File: src/rtl/pwm_decode.sv
// pwm_decode: measures an incoming PWM waveform. Reports the period and the
// high time in clk cycles, with a one-cycle vld strobe per completed period.
// If no rising edge arrives within TIMEOUT cycles, it raises a sticky timeout
// flag and records the stuck line level.
module pwm_decode #(
    parameter int PW      = 21,
    parameter int DW      = 20,
    parameter int TIMEOUT = 2_000_000
) (
    input  logic          clk,
    input  logic          rst,
    input  logic          PWM_in,
    output logic [PW-1:0] period,
    output logic [DW-1:0] high_time,
    output logic          vld,
    output logic          timeout,
    output logic          stuck_lvl
);

    typedef enum logic [1:0] {
        WAIT_EDGE = 2'd0,
        MEAS_HI   = 2'd1,
        MEAS_LO   = 2'd2
    } state_t;

    localparam logic [PW-1:0] TO      = PW'(TIMEOUT);
    localparam logic [PW-1:0] PER_MAX = '1;
    localparam logic [DW-1:0] HI_MAX  = '1;

    state_t        state;
    logic          s1, s2, s3;
    logic [PW-1:0] per_cnt;
    logic [DW-1:0] hi_cnt;
    logic [PW-1:0] idle_cnt;
    logic          rise, fall;
    logic [PW-1:0] per_inc;
    logic [DW-1:0] hi_inc;

    assign rise    = s2 & ~s3;
    assign fall    = ~s2 & s3;
    // Both counters clamp at all-ones instead of wrapping.
    assign per_inc = (per_cnt == PER_MAX) ? per_cnt : per_cnt + 1'b1;
    assign hi_inc  = (hi_cnt == HI_MAX) ? hi_cnt : hi_cnt + 1'b1;

    // Two-flop synchronizer, plus a history flop for edge detection.
    always_ff @(posedge clk or posedge rst) begin
        if (rst) begin
            s1 <= 1'b0;
            s2 <= 1'b0;
            s3 <= 1'b0;
        end else begin
            s1 <= PWM_in;
            s2 <= s1;
            s3 <= s2;
        end
    end

    // Measurement FSM. All outputs are registered here.
    always_ff @(posedge clk or posedge rst) begin
        if (rst) begin
            state     <= WAIT_EDGE;
            per_cnt   <= '0;
            hi_cnt    <= '0;
            idle_cnt  <= '0;
            period    <= '0;
            high_time <= '0;
            vld       <= 1'b0;
            timeout   <= 1'b0;
            stuck_lvl <= 1'b0;
        end else begin
            vld <= 1'b0;
            case (state)
                WAIT_EDGE: begin
                    if (rise) begin
                        // First edge after reset or timeout. It starts a
                        // measurement but does not report one.
                        per_cnt  <= PW'(1);
                        hi_cnt   <= DW'(1);
                        idle_cnt <= '0;
                        timeout  <= 1'b0;
                        state    <= MEAS_HI;
                    end else if (idle_cnt >= TO) begin
                        // Capture the level only once per stuck episode.
                        if (!timeout) begin
                            timeout   <= 1'b1;
                            stuck_lvl <= s2;
                        end
                    end else begin
                        idle_cnt <= idle_cnt + 1'b1;
                    end
                end
                MEAS_HI: begin
                    // A rising edge cannot occur here, because a fall
                    // always comes first.
                    if (per_cnt >= TO) begin
                        timeout   <= 1'b1;
                        stuck_lvl <= s2;
                        idle_cnt  <= '0;
                        state     <= WAIT_EDGE;
                    end else begin
                        per_cnt <= per_inc;
                        // The fall cycle is already low, so it is not added
                        // to the high time.
                        if (fall) state <= MEAS_LO;
                        else      hi_cnt <= hi_inc;
                    end
                end
                MEAS_LO: begin
                    // If a rise and the timeout limit occur in the same
                    // cycle, the rise wins and a normal measurement is reported.
                    if (rise) begin
                        period    <= per_cnt;
                        high_time <= hi_cnt;
                        vld       <= 1'b1;
                        per_cnt   <= PW'(1);
                        hi_cnt    <= DW'(1);
                        state     <= MEAS_HI;
                    end else if (per_cnt >= TO) begin
                        timeout   <= 1'b1;
                        stuck_lvl <= s2;
                        idle_cnt  <= '0;
                        state     <= WAIT_EDGE;
                    end else begin
                        per_cnt <= per_inc;
                    end
                end
                default: state <= WAIT_EDGE;
            endcase
        end
    end

endmodule

File: config.mk
export PLATFORM = sky130hd
export DESIGN_NAME = pwm_decode
export DESIGN_NICKNAME = d
export VERILOG_FILES = /design/src/rtl/pwm_decode.sv
export SDC_FILE = /design/constraint.sdc
export NUM_CORES = 1
export LEC_CHECK = 0
export ABC_AREA = 1
export CELL_PAD_IN_SITES_DETAIL_PLACEMENT = 1
export CELL_PAD_IN_SITES_GLOBAL_PLACEMENT = 1
export CORE_MARGIN = 3
export CORE_UTILIZATION = 43
export CTS_BUF_LIST = sky130_fd_sc_hd__clkbuf_16
export DETAILED_ROUTE_END_ITERATION = 10
export PLACE_DENSITY_LB_ADDON = 0.1
export SYNTH_ARGS = -nofsm -noshare
export SYNTH_HDL_FRONTEND = slang
export SYNTH_SLANG_ARGS = --single-unit
File: constraint.sdc
create_clock -name clk -period 5 [get_ports clk]
set_input_delay 1 -clock clk [delete_from_list [all_inputs] [get_ports clk]]
set_output_delay 1 -clock clk [all_outputs]
set_load 0.02 [all_outputs]
==> results_dict.tcl <==
set metrics [dict create \
    status "finished, final reports clean" \
    crit_path_top_delay_cell "inv_2" \
    end_kind "register" \
    cts_resized 0 \
    syn_inst 908 \
    final_cell_count_no_fill 1128 \
    numPortBuffers 46 \
    critPathTopFamily "buffers and inverters" \
    core_area_um2 14700 \
    final_nets 951 \
    overflow 0 \
    tightest_slew_ns 1.06 \
    cts-htree-levels 3 \
    critPathBufInv 3 \
    yosysUniqueCellTypes 40 \
    rows 44 \
    clkLatencyLatePin_ns 0.37 \
    postRouteAntennaNets 0 \
    grt_util_all_layers_pct 23.8 \
    slew_violations 0 \
    tns_ns 0 \
    syn_to_final_growth_pct 12.6 \
    avgSynthCellArea_um2 7.18 \
    maxCapViolCount 0 \
    p_leak_uw 0.00337 \
    r2r-start "state[0]" \
    mostFrequentLayoutCells "nand2_1 (341), dfrtp_1 (111), nor2_1 (92), nand3_1 (82), inv_1 (73)" \
    fill_cells 1921 \
    yosysSeqAreaShare_pct 42.6 \
    worstPathRequired_ns 5.26 \
    cts.clk_slew.worst_paths_ns 0.08 \
    grt_pass1_vias 6382 \
    drive_above_1_share_pct 9.00 \
    cpPeakStageDelay_ns 0.81 \
    fin_hold_ws_ns 0.392 \
    cts_tree "built" \
    hold_viol 0 \
    met1_length_mm 8.66 \
    wl_mm 18.7 \
    grt_antenna_before_repair 0 \
    die_area_um2 16700 \
    ios 47 \
    clock_skew_ns 0.00721 \
    ir_drop_mv 0.270 \
    synth_nets 920 \
    hold_buffers 0 \
    setup_viol 0 \
    cp_max_fo 72 \
    finalPower_uw 2650 \
    clock-sinks 111 \
    clk_path_buf_depth 2 \
    critPathMostFrequentCell "nand2_1" \
    path_cells "inv_1 -> ha_1 -> inv_1 -> nor2_2 -> inv_2 -> nand2_1 -> a31oi_4 -> nand2_2 -> nand2_1 -> nand2_1" \
    hpwlAfterDp_mm 13.2 \
    powerDensity_nw_per_um2 360 \
    wl_met2_mm 9.13 \
    numCtsBuffers 9 \
    die_h_um 129 \
    seqCellArea_um2 2780 \
    num_vias 6090 \
    viasPerCell 5.40 \
    place_congestion 0.835 \
    rsz0062_at_grt "no" \
    cp-start-kind "register" \
    die_w_um 129 \
    hp-class "reg -> reg" \
    layout_commonest_cell "nand2_1" \
    drtPass1Iterations 5 \
    timing.slew.headroom_pct 29.4 \
    drc 0 \
    ys_ff_latch 111 \
    syn-cell-area_um2 6520 \
    post-cts-setup-buffers 0 \
    wl_per_cell_um 16.6 \
    grt_start_max_net_pins 81 \
    drt_iter0_drc 342 \
    yosys_warnings 0 \
    grt_pass1_wl_mm 31.8 \
    cts_root_buffer "clkbuf_16" \
    arrival_ns 3.37 \
    fmax_mhz 321 \
    startpoint "state[0]" \
    wl_met3_um 696 \
    diodes 0 \
    start_util_pct 44.4 \
    place_inst 1112 \
    critical_path_class "reg -> reg" \
    final_util_pct 50.0 \
    multi_input_area_um2 3230 \
    period_share_pct 62.3 \
    dr.max_layer_used "met4" \
    min-delay-start "s1" \
    period_needed_ns 3.11 \
]
## synthesized netlist by cell type, drive strengths merged
library cell | number | area (um2)
nand2 | 351 | 1350
dfrtp | 111 | 2780
nor2 | 102 | 432
inv | 85 | 319
nand3 | 83 | 420
o21ai | 74 | 449
buf | 17 | 150
nand4 | 14 | 109
clkbuf | 12 | 45.0
nor3 | 11 | 66.3
ha | 9 | 113
xor2 | 9 | 78.8
or2 | 8 | 50.1
nor4 | 5 | 31.3
a21oi | 4 | 20.0
o211ai | 3 | 22.5
a31o | 2 | 17.5
a31oi | 2 | 27.5
o21bai | 2 | 15.0
o22ai | 2 | 12.5
nand3b | 1 | 7.51
xnor2 | 1 | 8.76
## report_power, final
group / internal [uW] / switching (uW) / leakage [uW]
Clock: 355 / 389 / 0.000144
Sequential: 963 / 81.9 / 0.00152
Combinational: 227 / 630 / 0.00170
## sequential cells by signal, indices dropped and copies added (netlist names)
name and flops:
s2 1, s3 1, vld 1, hi_cnt 20, high_time 20, stuck_lvl 1
timeout 1, idle_cnt 21, per_cnt 21, period 21, s1 1, state 2
## per-stage QoR
stage | setup slack, ns | instance area [um2]
5_1_grt | 1.51 | 7340
2_1_floorplan | 1.07 | 6520
3_3_place_gp | 2.07 | 7040
6_report | 1.89 | 7340
4_1_cts | 1.84 | 7340
3_5_place_dp | 1.88 | 7040
## final cells by class
| cell class | count | share of cell area [%] |
|---|---|---|
| multi-input combinational | 683 | 44.0 |
| sequential | 111 | 37.8 |
| timing repair buffer | 49 | 6.58 |
| inverter | 85 | 4.38 |
| tap | 184 | 3.14 |
| clock buffer | 9 | 3.07 |
| clock inverter | 7 | 1.06 |
## worst paths after layout
| path | to | slack, ns | cells past startpoint |
|---|---|---|---|
| min in group asynchronous | idle_cnt[3] | 1.23 | 2 |
| worst min register to register | s2 | 0.39 | 0 |
| worst max-delay path | idle_cnt[2] | 1.89 | 10 |
| max in group asynchronous | hi_cnt[15] | 2.96 | 3 |
| worst max register to register | idle_cnt[2] | 1.89 | 10 |
| worst min-delay path | s2 | 0.39 | 0 |
## metal layers
layer  track usage [%]  vias to the layer above
met5                 0                        -
met4              6.05                        0
met1              31.4                     3041
met3              4.66                       19
li1                  -                     2934
met2              40.2                       96
## cells by family after synthesis
logic type | count (synthesis) | synth area share, %
compound gates | 89 | 8.65
xor+xnor | 10 | 1.34
fa+ha+maj | 9 | 1.73
buf+inv | 114 | 7.89
flops | 111 | 42.6
simple gates | 575 | 37.8
No activity file was read; power rests on OpenSTA's default activity.
